===== config.mk =====
export PLATFORM = sky130hd
export DESIGN_NAME = regfile_panel_ctrl_flat
export DESIGN_NICKNAME = d
export VERILOG_FILES = /design/src/rtl/regfile_panel_ctrl_pkg.sv /design/src/rtl/regfile_panel_ctrl_if.sv /design/src/rtl/regfile_panel_ctrl_step.sv /design/src/rtl/regfile_panel_ctrl.sv /design/src/flat_wrapper.sv
export SDC_FILE = /design/constraint.sdc
export NUM_CORES = 1
export LEC_CHECK = 0
export CORE_MARGIN = 3
export CORE_UTILIZATION = 46
export DETAILED_ROUTE_END_ITERATION = 16
export MAX_ROUTING_LAYER = met4
export PLACE_DENSITY = 0.79
export SETUP_SLACK_MARGIN = 0.05
export SLEW_MARGIN = 20
export SYNTH_ARGS = -nofsm -noshare
export SYNTH_HDL_FRONTEND = slang
export SYNTH_SLANG_ARGS = --single-unit

===== constraint.sdc =====
create_clock -name Clk -period 5.3 [get_ports Clk]
set_clock_uncertainty 0.15 [all_clocks]
set_input_delay 0.795 -clock Clk [delete_from_list [all_inputs] [get_ports Clk]]
set_output_delay 0.795 -clock Clk [all_outputs]
set_load 0.02 [all_outputs]

===== src/rtl/regfile_panel_ctrl_pkg.sv =====
// Shared types and constants for the front-panel register-file controller.
// Holds the FSM encoding, byte-lane indices, default widths and the debug view.
package regfile_panel_ctrl_pkg;

    localparam int SIZE_DEF     = 5;
    localparam int WIDTH_DEF    = 32;
    localparam int LEDSIZE_DEF  = 8;
    localparam int DEBOUNCE_DEF = 16;
    localparam int LANES        = 4;

    localparam logic [1:0] LANE0 = 2'd0;
    localparam logic [1:0] LANE1 = 2'd1;
    localparam logic [1:0] LANE2 = 2'd2;
    localparam logic [1:0] LANE3 = 2'd3;

    typedef enum logic [1:0] {
        IDLE   = 2'd0,
        COMMIT = 2'd1,
        READ   = 2'd2
    } state_t;

    typedef struct packed {
        state_t             state;
        logic [LANES-1:0]   lane_valid;
        logic               step_p;
    } dbg_t;

endpackage


===== src/rtl/regfile_panel_ctrl_if.sv =====
// Board-side and register-file-side signals of the panel controller.
// Step is a raw button level (no ready); Write_Reg is a one-cycle write strobe; R_Data_* are combinational reads of R_Addr_*.
interface regfile_panel_ctrl_if #(
    parameter int SIZE    = 5,
    parameter int WIDTH   = 32,
    parameter int LEDSIZE = 8
);
    logic [SIZE-1:0]    Address;
    logic               RW;
    logic               AB;
    logic [1:0]         CS;
    logic [LEDSIZE-1:0] Data_In;
    logic               Step;
    logic [SIZE-1:0]    R_Addr_A;
    logic [SIZE-1:0]    R_Addr_B;
    logic [SIZE-1:0]    W_Addr;
    logic [WIDTH-1:0]   W_Data;
    logic               Write_Reg;
    logic [WIDTH-1:0]   R_Data_A;
    logic [WIDTH-1:0]   R_Data_B;
    logic [LEDSIZE-1:0] LED;

    modport slave (
        input  Address, RW, AB, CS, Data_In, Step, R_Data_A, R_Data_B,
        output R_Addr_A, R_Addr_B, W_Addr, W_Data, Write_Reg, LED
    );

    modport master (
        output Address, RW, AB, CS, Data_In, Step, R_Data_A, R_Data_B,
        input  R_Addr_A, R_Addr_B, W_Addr, W_Data, Write_Reg, LED
    );
endinterface


===== src/rtl/regfile_panel_ctrl_step.sv =====
// Push-button conditioner: 2-flop synchroniser, saturating stable-high counter,
// and a rising-edge detector producing one pulse per debounced press.
module step_debounce #(
    parameter int DEBOUNCE_CYCLES = 16
) (
    input  logic Clk,
    input  logic Reset,
    input  logic raw,
    output logic pulse
);
    localparam int CW = $clog2(DEBOUNCE_CYCLES + 1);
    localparam logic [CW-1:0] SAT  = CW'(DEBOUNCE_CYCLES);
    localparam logic [CW-1:0] LAST = CW'(DEBOUNCE_CYCLES - 1);

    logic          sync1, sync2;
    logic [CW-1:0] cnt;
    logic          level, level_d;

    always_ff @(posedge Clk) begin
        if (Reset) begin
            sync1   <= 1'b0;
            sync2   <= 1'b0;
            cnt     <= '0;
            level   <= 1'b0;
            level_d <= 1'b0;
        end else begin
            sync1   <= raw;
            sync2   <= sync1;
            level_d <= level;
            if (!sync2) begin
                cnt   <= '0;
                level <= 1'b0;
            end else begin
                // Counter parks at SAT so a held button never re-arms the edge.
                if (cnt != SAT) cnt <= cnt + 1'b1;
                if (cnt == LAST) level <= 1'b1;
            end
        end
    end

    assign pulse = level & ~level_d;
endmodule


===== src/rtl/regfile_panel_ctrl.sv =====
// Front-panel controller: assembles a register-file write word byte by byte
// from switches, drives both read ports, and shows one read byte on the LEDs.
module regfile_panel_ctrl
    import regfile_panel_ctrl_pkg::*;
#(
    parameter int SIZE            = SIZE_DEF,
    parameter int WIDTH           = WIDTH_DEF,
    parameter int LEDSIZE         = LEDSIZE_DEF,
    parameter int DEBOUNCE_CYCLES = DEBOUNCE_DEF
) (
    input  logic                 Clk,
    input  logic                 Reset,
    regfile_panel_ctrl_if.slave  bus,
    output dbg_t                 dbg
);
    state_t             state, state_n;
    logic               step_p;
    logic               write_reg;
    logic [LANES-1:0]   lane_valid;
    logic [LANES-1:0]   lane_after;
    logic [SIZE-1:0]    r_addr_a, r_addr_b, w_addr;
    logic [WIDTH-1:0]   w_data, display;
    logic [LEDSIZE-1:0] led;
    logic               ab_q;

    step_debounce #(.DEBOUNCE_CYCLES(DEBOUNCE_CYCLES)) u_step (
        .Clk   (Clk),
        .Reset (Reset),
        .raw   (bus.Step),
        .pulse (step_p)
    );

    // Lane set as it will be once the current byte lands; decides the commit.
    assign lane_after = lane_valid | (LANES'(1) << bus.CS);

    always_ff @(posedge Clk) begin
        if (Reset) state <= IDLE;
        else       state <= state_n;
    end

    always_comb begin
        state_n   = state;
        write_reg = 1'b0;
        case (state)
            IDLE: begin
                if (step_p) begin
                    if (!bus.RW)        state_n = READ;
                    else if (&lane_after) state_n = COMMIT;
                end
            end
            COMMIT: begin
                write_reg = 1'b1;
                state_n   = IDLE;
            end
            READ:    state_n = IDLE;
            default: state_n = IDLE;
        endcase
    end

    always_ff @(posedge Clk) begin
        if (Reset) begin
            lane_valid <= '0;
            w_data     <= '0;
            w_addr     <= '0;
            r_addr_a   <= '0;
            r_addr_b   <= '0;
            ab_q       <= 1'b0;
            display    <= '0;
            led        <= '0;
        end else begin
            if (state == IDLE && step_p) begin
                if (bus.RW) begin
                    w_data[bus.CS*LEDSIZE +: LEDSIZE] <= bus.Data_In;
                    lane_valid[bus.CS]                <= 1'b1;
                    if (&lane_after) w_addr <= bus.Address;
                end else begin
                    if (bus.AB) r_addr_b <= bus.Address;
                    else        r_addr_a <= bus.Address;
                    ab_q <= bus.AB;
                end
            end
            if (state == COMMIT) lane_valid <= '0;
            if (state == READ)   display    <= ab_q ? bus.R_Data_B : bus.R_Data_A;
            led <= display[bus.CS*LEDSIZE +: LEDSIZE];
        end
    end

    assign bus.R_Addr_A  = r_addr_a;
    assign bus.R_Addr_B  = r_addr_b;
    assign bus.W_Addr    = w_addr;
    assign bus.W_Data    = w_data;
    assign bus.Write_Reg = write_reg;
    assign bus.LED       = led;

    assign dbg.state      = state;
    assign dbg.lane_valid = lane_valid;
    assign dbg.step_p     = step_p;
endmodule

===== src/flat_wrapper.sv =====
// flat-port wrapper written by rule: the top's interface ports become plain ports
module regfile_panel_ctrl_flat import regfile_panel_ctrl_pkg::*;
#(
    parameter int SIZE            = SIZE_DEF,
    parameter int WIDTH           = WIDTH_DEF,
    parameter int LEDSIZE         = LEDSIZE_DEF,
    parameter int DEBOUNCE_CYCLES = DEBOUNCE_DEF
)
  (Clk, Reset, dbg, bus_Address, bus_RW, bus_AB, bus_CS, bus_Data_In, bus_Step, bus_R_Data_A, bus_R_Data_B, bus_R_Addr_A, bus_R_Addr_B, bus_W_Addr, bus_W_Data, bus_Write_Reg, bus_LED);
  regfile_panel_ctrl_if #(.SIZE(SIZE), .WIDTH(WIDTH), .LEDSIZE(LEDSIZE)) bus_i ();
  input  logic Clk;
  input  logic Reset;
  output dbg_t dbg;
  input wire logic [$bits(bus_i.Address)-1:0] bus_Address;
  input wire logic [$bits(bus_i.RW)-1:0] bus_RW;
  input wire logic [$bits(bus_i.AB)-1:0] bus_AB;
  input wire logic [$bits(bus_i.CS)-1:0] bus_CS;
  input wire logic [$bits(bus_i.Data_In)-1:0] bus_Data_In;
  input wire logic [$bits(bus_i.Step)-1:0] bus_Step;
  input wire logic [$bits(bus_i.R_Data_A)-1:0] bus_R_Data_A;
  input wire logic [$bits(bus_i.R_Data_B)-1:0] bus_R_Data_B;
  output wire logic [$bits(bus_i.R_Addr_A)-1:0] bus_R_Addr_A;
  output wire logic [$bits(bus_i.R_Addr_B)-1:0] bus_R_Addr_B;
  output wire logic [$bits(bus_i.W_Addr)-1:0] bus_W_Addr;
  output wire logic [$bits(bus_i.W_Data)-1:0] bus_W_Data;
  output wire logic [$bits(bus_i.Write_Reg)-1:0] bus_Write_Reg;
  output wire logic [$bits(bus_i.LED)-1:0] bus_LED;
  assign bus_i.Address = bus_Address;
  assign bus_i.RW = bus_RW;
  assign bus_i.AB = bus_AB;
  assign bus_i.CS = bus_CS;
  assign bus_i.Data_In = bus_Data_In;
  assign bus_i.Step = bus_Step;
  assign bus_i.R_Data_A = bus_R_Data_A;
  assign bus_i.R_Data_B = bus_R_Data_B;
  assign bus_R_Addr_A = bus_i.R_Addr_A;
  assign bus_R_Addr_B = bus_i.R_Addr_B;
  assign bus_W_Addr = bus_i.W_Addr;
  assign bus_W_Data = bus_i.W_Data;
  assign bus_Write_Reg = bus_i.Write_Reg;
  assign bus_LED = bus_i.LED;
  regfile_panel_ctrl #(.SIZE(SIZE), .WIDTH(WIDTH), .LEDSIZE(LEDSIZE), .DEBOUNCE_CYCLES(DEBOUNCE_CYCLES)) u_core (.Clk(Clk), .Reset(Reset), .bus(bus_i), .dbg(dbg));
endmodule

Yosys cells after proc, flatten, opt, wreduce, memory -nomap -nowiden
Cells that the tools add are included.
{"block": "classes", "add_sub_neg": 2, "order_cmp": 2, "n_shift": 4, "eq_ne": 5, "bitwise_logic": 8, "muxes": 7, "reduce_logical": 13}
{"operator": "$neg A5 Y34", "count": 1}
{"operator": "$shift A8 B34 Y32 const A", "count": 1}
{"operator": "$shiftx A8 B34 Y32", "count": 1}
{"operator": "$bwmux W32", "count": 1}
{"operator": "$mux W32", "count": 1}
{"operator": "$shiftx A32 B6 Y8", "count": 1}
{"operator": "$or A4 B4 Y4", "count": 2}
{"operator": "$reduce_and A2 Y1", "count": 3}
{"operator": "$reduce_and A3 Y1", "count": 2}
{"operator": "$reduce_and A6 Y1", "count": 1}
{"operator": "$reduce_or A2 Y1", "count": 3}
{"operator": "$add A5 B1 Y5 const B", "count": 1}
{"operator": "$eq A5 B4 Y1 const B", "count": 1}
{"operator": "$ne A5 B5 Y1 const B", "count": 1}
{"operator": "$not A1 Y1", "count": 5}
{"operator": "$mux W2", "count": 2}
{"operator": "$reduce_and A4 Y1", "count": 1}
{"operator": "$shl A1 B2 Y4 const A", "count": 1}
{"operator": "$lt A2 B3 Y1 const B", "count": 1}
{"operator": "$demux W1 S2", "count": 1}
{"operator": "$eq A2 B1 Y1 const B", "count": 1}
{"operator": "$eq A2 B2 Y1 const B", "count": 1}
{"operator": "$ge A2 B1 Y1 const B", "count": 1}
{"operator": "$logic_and A1 B1 Y1", "count": 2}
{"operator": "4 further kinds", "count": 5}
{"block": "totals", "wordCells": 55, "register_bits": 103, "out_inout_bits": 63}

Logic depth before layout (Yosys ltp)
Gate-level depths: netlist of run 1.
{"block": "depth", "ltp_word": 5, "mapped_depth": 8, "ltp_nobuf": 5}

Hierarchy
From an unflattened synthesis of run 1, not the netlist that was laid out.
{"block": "unflattened", "cells_unflattened": 457, "area_unflattened_um2": 4546.9}
{"module": "regfile_panel_ctrl", "n_inst": 1, "cells_each": 419, "area_each_um2": 4149.0}
{"module": "step_debounce", "n_inst": 1, "cells_each": 38, "area_each_um2": 397.9}

Worst setup path after synthesis of run 1
Ideal clock, no wire load.
{"block": "synth_timing", "kind": "input to register", "startpoint": "input bus_CS[1]", "endpoint": "register u_core.w_data[12], in the netlist u_core.bus.W_Data[12]", "cell_stages": 6, "n_path_buf": 2, "t_arrival_ns": 2.353, "setup_time_ns": 0.072, "required_time_ns": 5.078, "path_slack_ns": 2.725, "path_cell_list": "clkbuf_1 -> inv_1 -> ha_1 -> clkbuf_1 -> or4b_2 -> mux2i_1"}
{"block": "synth_via", "elab_chain_cells": 3, "word_cells_on_any_way": 4, "cone_classes": "add/sub (1); shift (2); mux (1)"}
{"element": "start: declaration", "line": "flat_wrapper.sv:17", "source": "input wire logic [$bits(bus_i.CS)-1:0] bus_CS;"}
{"element": "$neg A5 Y34 (*)", "line": "regfile_panel_ctrl.sv:73", "source": "w_data[bus.CS*LEDSIZE +: LEDSIZE] <= bus.Data_In;"}
{"element": "$shiftx A8 B34 Y32 / $shift A8 B34 Y32 (equally long branches)", "line": "regfile_panel_ctrl.sv:73"}
{"element": "$bwmux W32 (*)", "line": "regfile_panel_ctrl.sv:73"}
{"element": "end signal: indexed assignment", "line": "regfile_panel_ctrl.sv:73"}
{"element": "end: declaration", "line": "regfile_panel_ctrl.sv:22", "source": "logic [WIDTH-1:0] w_data, display;"}
Every way passes the cells marked *; elsewhere a longest branch is shown, timed or not.
A chain may end at the register's enable or synchronous reset.

Final worst setup path of run 1
{"block": "layout_timing", "startpoint": "input bus_CS[1]", "endpoint": "register u_core.w_data[6], in the netlist u_core.bus.W_Data[6]"}
Same word-level chain as after synthesis.

==> results of run 1 <==
## power by group through the flow
stage          Combinational (mW)  Clock, mW  Sequential [mW]
2_1_floorplan              0.0489          0            0.792
3_3_place_gp                0.123          0            0.793
3_5_place_dp                0.125          0            0.793
4_1_cts                     0.125      0.453            0.774
5_1_grt                     0.135      0.487            0.775
6_report                    0.125      0.447            0.774
## critical path, delay by kind of cell
| family | cells | cell delay (ps) |
|---|---|---|
| buffers and inverters | 2 | 1110 |
| AND/OR/NAND/NOR | 2 | 1040 |
| adder cells (fa/ha/maj) | 1 | 400 |
| multiplexers | 1 | 200 |
## sequential cells by signal, indices dropped and copies added (netlist names), 2 cells and up
| name | count |
|---|---|
| u_core.bus.LED | 8 |
| u_core.bus.R_Addr_A | 5 |
| u_core.bus.R_Addr_B | 5 |
| u_core.bus.W_Addr | 5 |
| u_core.bus.W_Data | 32 |
| u_core.display | 32 |
| u_core.lane_valid | 4 |
| u_core.state | 2 |
| u_core.u_step.cnt | 5 |
## stage by stage
| stage | area [um2] | util | worst slack (ps) |
|---|---|---|---|
| 3_5_place_dp | 6142 | 0.6284 | 1549 |
| 5_1_grt | 6316 | 0.6462 | 1635 |
| 2_1_floorplan | 4641 | - | 2725 |
| 6_report | 6316 | 0.6462 | 1882 |
| 3_3_place_gp | 6142 | 0.6284 | 1637 |
| 4_1_cts | 6316 | 0.6462 | 1860 |
## cell type report
| cell class | count | area [um2] | area share |
|---|---|---|---|
| Inverter | 6 | 22.52 | 0.003566 |
| Timing Repair Buffer | 149 | 1479 | 0.2342 |
| Tap cell | 133 | 166.4 | 0.02635 |
| Clock buffer | 10 | 127.6 | 0.02021 |
| Multi-Input combinational cell | 317 | 2411 | 0.3817 |
| Sequential cell | 103 | 2063 | 0.3267 |
| Clock inverter | 6 | 46.29 | 0.007330 |
## synthesized netlist by cell type (all sizes together), types with 2 or more instances
master,number
xnor2,2
nor4b,2
nand3,2
inv,6
o22ai,2
nor4bb,2
nor2,43
ha,11
clkbuf,17
a211oi,32
nor2b,24
and3,5
a31oi,4
buf,16
a21oi,2
nand2b,54
nand2,31
mux4,8
dfxtp,103
mux2i,80
or2,3
## placed cells by master (no fill, tap or decap), drive strengths merged, types with 3 or more instances in the layout
cell / Yosys / routed
clkdlybuf4s50: 0 / 145
dfxtp: 103 / 103
a31oi: 4 / 4
clkbuf: 17 / 10
nor2: 43 / 43
buf: 16 / 4
ha: 11 / 11
nor2b: 24 / 24
and3: 5 / 5
mux4: 8 / 8
clkinvlp: 0 / 4
nand2b: 54 / 54
a211oi: 32 / 32
mux2i: 80 / 80
inv: 6 / 7
nand2: 31 / 31
or2: 3 / 3
## cell families (layout without fill, tap and decap cells)
kind of cell	count (synthesis)	in the layout	share of synthesized area
compound gates	41	41	0.06309
fa+ha+maj	11	11	0.02966
flops	103	103	0.4443
mux	88	88	0.2122
buf+inv	39	171	0.03775
simple gates	174	174	0.2073
xor+xnor	3	3	0.005663
## layer usage
metal	wire (um)	GRT usage
met1	4768	0.2413
met2	5382	0.3407
met3	726	0.04129
met4	182	0.06210
met5	0	-
## path summary, 6_finish.rpt
path                        from                    end
min reg2reg  u_core.u_step.sync1    u_core.u_step.sync2
min          u_core.u_step.sync1    u_core.u_step.sync2
max reg2reg  u_core.u_step.level  u_core.bus.W_Data[28]
max                    bus_CS[1]   u_core.bus.W_Data[6]
==> impl_metrics.ini, run 1 <==
[power]
clockPowerShare = 0.332
power_mw = 1.346
vdd_drop_max_mv = 0.1103
switching_share = 0.2394
p_int_mw = 1.024
combPwrFrac = 0.093
p_seq_frac = 0.576
leakagePower_nw = 2.124
netSwitchingPower_uw = 322.1
p_per_area_nw_per_um2 = 213.1

[timing]
finalSetupViolCount = 0
drv_slew = 0
fin_crit_sh = 0.6449
tns_ps = 0
finalCriticalPeriod_ps = 3418
holdWs_ps = 302.4
worst_pin_slew_ps = 1040
relSlewSlack = 0.2975
hold_violations = 0
rsz0062_at_grt = no
fmax_ghz = 0.2926

[final_layout]
final_layout_size_suffix_gt1_frac = 0.06430
nNetsFinal = 681
nFillCells = 825
stdcell_count = 724
antenna_cells = 0
syn_to_final_growth_pct = 36.10

[place]
dp.cells = 708
dp_hpwl_um = 8392
place.gp.congestion = 0.7906
port_buffers = 146

[floorplan]
start_util = 0.4748
fp.dieH_um = 106.4
dieArea_um2 = 11330
ios = 147
core_um2 = 9774
row_count = 36
die_w_um = 106.4

[flow_run]
cap_violations = 0

[synthesis]
syn_inst = 459
ys_seq_elements = 103
ys_warn_count = 0
async_flop_share = 0
yosysUniqueCellTypes = 35
synthTopCellsByArea = dfxtp_1 (44%), mux2i_1 (17%), nand2b_1 (7.3%), a211oi_1 (5.2%), nor2_1 (3.5%)
synthFlopType = dfxtp_1
synth_edf_count = 0
synth-seq-area-share = 0.4443
yosys.area.top_type_share = 0.4443
synth_area_um2 = 4641
syn_nets = 554
synth_area_leader_cell = dfxtp_1
avgSynthCellArea_um2 = 10.11

[critical_path]
reg2reg_depth = 3
cp.required_ps = 5430
critPathArrivalTime_ps = 3550
startpoint_type = input pin
slowest_delay_ps = 910
cpMaxStageDelayCell = nor4bb_1
critPathCaptureType = flop
cp_max_fo = 13
r2r_setup_slack_ps = 3390
cp_cell_sequence = clkdlybuf4s50_1 > inv_1 > ha_1 > nor4bb_1 > nand2_1 > mux2i_1
path_class = input pin to flop

[route]
wirelength_um = 11060
drc = 0
dr.pass1.iters = 4
drt_iter0_markers = 85
vias = 3648
wl_per_cell_um = 15.28
routed_via_density = 5.039
antenna_left = 0

[clocking]
cts_buffers = 9
clk_pin_slew_ps = 100
ctsHoldBuffers = 0
htree_levels = 3
cts_tree = done
cts_setup_buffers = 0
clk_latency_ps = 360
cts_root_buf = clkbuf_8
post_cts_resized = 0
cts_sinks = 103
clock_path_buffers = 2

[grt]
grt_pass1_vias = 3696
antenna_found_initial = 0
grt-ovfl-total = 0
grt_start_max_net_pins = 78
grt_pass1_wl_um = 17620
gr-usage-all-layers = 0.2009

[min_path]
worst_hold_path.num_cells = 1
min-delay-path-class = flop to flop

[run_status]
outcome = completed
(Power assumes the default switching activity.)
==> run 2: changes to the inputs <==
- clock period: 5.3 -> 3.55 ns (I/O delays scaled with it)
==> run 2 against run 1 <==
  * Count of clock-buffer cells in the layout down 1
  * Core utilization up 0.90 points
  * Wire length up 0.61%
  * First-iteration DRC count up 21%
  * Worst hold slack better by 1.7 ps
  * Design area up 1.4%
  * Highest routed layer unchanged
==> impl_metrics.ini, run 2 (synthesis results as in run 1) <==
[run_status]
outcome = completed

[clocking]
cts_root_buf = clkbuf_8
clock_path_buffers = 2
ctsHoldBuffers = 0
htree_levels = 3
clk_pin_slew_ps = 100
clk_latency_ps = 370
cts_tree = done
cts_buffers = 9
post_cts_resized = 0
cts_sinks = 103
cts_setup_buffers = 0

[power]
vdd_drop_max_mv = 0.2034
power_mw = 2.220
p_per_area_nw_per_um2 = 346.7
leakagePower_nw = 2.179

[floorplan]
start_util = 0.4748
fp.dieH_um = 106.4
die_w_um = 106.4
dieArea_um2 = 11330
core_um2 = 9774
row_count = 36
ios = 147

[timing]
holdWs_ps = 304.1
fmax_ghz = 0.4077
drv_slew = 0
tns_ps = 0
rsz0062_at_grt = no
hold_violations = 0
finalCriticalPeriod_ps = 2453
relSlewSlack = 0.3717
fin_crit_sh = 0.6909
finalSetupViolCount = 0
worst_pin_slew_ps = 942.4
timing.final.ws_setup_ps = 1097

[final_layout]
utilization = 0.6551
syn_to_final_growth_pct = 37.99
stdcell_count = 726
final_layout_size_suffix_gt1_frac = 0.06914
antenna_cells = 0
multi_input_area_um2 = 2411
layout_common_cells = clkdlybuf4s50_1 (145), dfxtp_1 (102), mux2i_1 (80)
layout_commonest_cell = clkdlybuf4s50_1
nFillCells = 795
regArea_um2 = 2063
final_cell_area_um2 = 6404
nNetsFinal = 683

[critical_path]
cp_max_fo = 13
path_class = input pin to flop
startpoint_type = input pin
critPathCaptureType = flop
critPathArrivalTime_ps = 2600
cp.required_ps = 3700

[place]
dp_hpwl_um = 8432
post_dp_cell_area_um2 = 6157
dp.cells = 710
place.gp.congestion = 0.8545
port_buffers = 146
dpl_worst_slack_ps = 700.6

[route]
antenna_left = 0
dr.pass1.iters = 4
drc = 0
drt_iter0_markers = 103
wirelength_um = 11130
wl_per_cell_um = 15.33
routed_via_density = 4.979
vias = 3615

[grt]
grt_pass1_vias = 3832
grt_start_max_net_pins = 84
grt-ovfl-total = 0
gr-usage-all-layers = 0.2101
grt_pass1_wl_um = 18370
antenna_found_initial = 0

[flow_run]
cap_violations = 0

[min_path]
min-delay-path-class = flop to flop
[run 2: cell types whose count changed in the layout (fill, tap and decap cells not counted), sizes merged]
cell	delta
clkinvlp	-3
buf	+2
bufinv	+3
clkinv	+1
clkbuf	-1
[run 2: per-layer routing]
layer	part of all wire	up-vias	wire length (um)	GRT usage
met1	0.43	1647	4776	0.2460
li1	-	1830	-	-
met3	0.065	13	718	0.04250
met2	0.49	125	5471	0.3661
met4	0.014	0	161	0.06210
met5	0	-	0	-
[run 2: where the power goes]
part | leakage (nW) | total [mW] | internal (mW) | switching, mW
sequential | 0.830 | 1.16 | 1.16 | 0.000447
combinational | 1.23 | 0.188 | 0.115 | 0.0731
clock | 0.120 | 0.876 | 0.471 | 0.406
[run 2: layout make-up]
type	instances	area share
multi-input combinational	317	0.3765
sequential	103	0.3222
timing repair buffer	151	0.2337
tap	133	0.02599
clock buffer	9	0.01934
clock inverter	7	0.01876
inverter	6	0.003517
[run 2: worst max-delay path: stages]
cell and delay, ps:
clkdlybuf4s50_1 450, buf_4 220, inv_1 120, ha_1 360, nor4b_2 630, nand2_1 110, mux2i_1 170
[run 2: worst paths after layout]
check                      start               endpoint  slack, ps  cells after the start
min reg2reg  u_core.u_step.sync1    u_core.u_step.sync2        300                      1
min          u_core.u_step.sync1    u_core.u_step.sync2        300                      1
max                    bus_CS[1]  u_core.bus.W_Data[29]       1100                      7
max reg2reg      u_core.state[1]     u_core.display[16]       1490                      4
==> run 3: changes to the inputs <==
- clock period: 3.55 -> 2.4 ns (I/O delays scaled with it)
==> run 3 against run 2 <==
  * Flip-flop and latch count stayed put
  * Global-route usage is 0.63 points lower
  * Core utilization is 0.54 points higher
  * First-iteration DRC count is 8.7% higher
  * Combinational power is 53% higher
  * Non-clock buffer count is 13 higher
  * Highest routed layer unchanged
==> impl_metrics.ini, run 3 (synthesis results as in run 1) <==
[timing]
fmax_ghz = 0.4489
hold_violations = 0
holdWs_ps = 297.8
relSlewSlack = 0.5181
finalSetupViolCount = 0
tns_ps = 0
rsz0062_at_grt = no
fin_crit_sh = 0.9282
worst_pin_slew_ps = 713.1
finalCriticalPeriod_ps = 2228
drv_slew = 0

[floorplan]
dieArea_um2 = 11330
row_count = 36
core_um2 = 9774
fp.dieH_um = 106.4
start_util = 0.4748
ios = 147
die_w_um = 106.4

[grt]
gr-usage-all-layers = 0.2038
grt-ovfl-total = 0
grt_start_max_net_pins = 65
antenna_found_initial = 0
grt_pass1_vias = 3615
grt_pass1_wl_um = 17860

[route]
drc = 0
vias = 3681
wirelength_um = 11030
antenna_left = 0
drt_iter0_markers = 112
routed_via_density = 4.981
dr.pass1.iters = 4
wl_per_cell_um = 14.92

[final_layout]
multi_input_area_um2 = 2411
nFillCells = 799
syn_to_final_growth_pct = 39.12
antenna_cells = 0
final_layout_size_suffix_gt1_frac = 0.08911
layout_commonest_cell = clkdlybuf4s50_1
final_cell_area_um2 = 6456
regArea_um2 = 2063
nNetsFinal = 696
layout_common_cells = clkdlybuf4s50_1 (145), dfxtp_1 (102), mux2i_1 (80)

[power]
switching_share = 0.2450
p_int_mw = 2.287
vdd_drop_max_mv = 0.2815
netSwitchingPower_uw = 742.1
leakagePower_nw = 2.222
power_mw = 3.029
combPwrFrac = 0.095
p_per_area_nw_per_um2 = 469.2
clockPowerShare = 0.341
p_seq_frac = 0.565

[clocking]
htree_levels = 3
cts_tree = done
clock_path_buffers = 2
clk_pin_slew_ps = 110
cts_root_buf = clkbuf_8
post_cts_resized = 0
ctsHoldBuffers = 0
cts_setup_buffers = 0
cts_buffers = 9
clk_latency_ps = 360
cts_sinks = 103

[critical_path]
cp_cell_sequence = nor2b_1 > clkdlybuf4s50_1
cp_max_fo = 7
crit_family = buffers and inverters
cpMaxStageDelayCell = clkdlybuf4s50_1
slowest_delay_ps = 670
cp.required_ps = 1890
path_buf_inv = 1
startpoint_type = flop
path_class = flop to output port
critPathArrivalTime_ps = 1720
critPathCaptureType = output port

[flow_run]
cap_violations = 0

[place]
post_dp_cell_area_um2 = 6267
dp_hpwl_um = 8596
place.gp.congestion = 0.8649
port_buffers = 146

[run_status]
outcome = completed

[min_path]
min-delay-path-class = flop to flop
==> run 3: path summary, 6_finish.rpt <==
kind,from,endpoint,slack [ps],depth (start not counted)
max,u_core.state[0],bus_Write_Reg,170,2
min,u_core.u_step.sync1,u_core.u_step.sync2,300,1
max reg2reg,u_core.u_step.level,u_core.bus.R_Addr_B[4],600,3
min reg2reg,u_core.u_step.sync1,u_core.u_step.sync2,300,1
==> run 3: cell type report <==
class,count,share of cell area
clock buffers,9,0.01919
clock inverters,7,0.01008
inverters,6,0.003488
multi-input cells,317,0.3734
flip-flops and latches,103,0.3196
well taps,133,0.02578
repair buffers,164,0.2484
==> run 3: worst reg2reg max path, cell delays in order (launching register included) <==
cell	delay (ps)
dfxtp_1	380
nor3b_2	480
nand3_1	450
mux2i_1	220
==> run 3: per-layer routing <==
| metal | vias up | wire (um) | track usage |
|---|---|---|---|
| met2 | 126 | 5479 | 0.3507 |
| met5 | - | 0 | - |
| met3 | 15 | 736 | 0.04007 |
| met4 | 0 | 179 | 0.06301 |
| li1 | 1860 | - | - |
| met1 | 1680 | 4632 | 0.2419 |
==> run 3: per-stage QoR <==
stage	utilization	setup WS (ps)	cells
floorplan	-	259.9	459
global placement	0.6412	126.5	723
detailed placement	0.6412	0.5016	723
CTS	0.6605	152.4	739
global route	0.6605	88.75	739
finish	0.6605	172.2	739
==> run 3: power groups by stage <==
stage          combinational [mW]  sequential, mW  clock (mW)
3_5_place_dp                0.289            1.75           0
2_1_floorplan               0.108            1.75           0
3_3_place_gp                0.284            1.75           0
5_1_grt                     0.312            1.71        1.12
6_report                    0.287            1.71        1.03
4_1_cts                     0.290            1.71        1.06
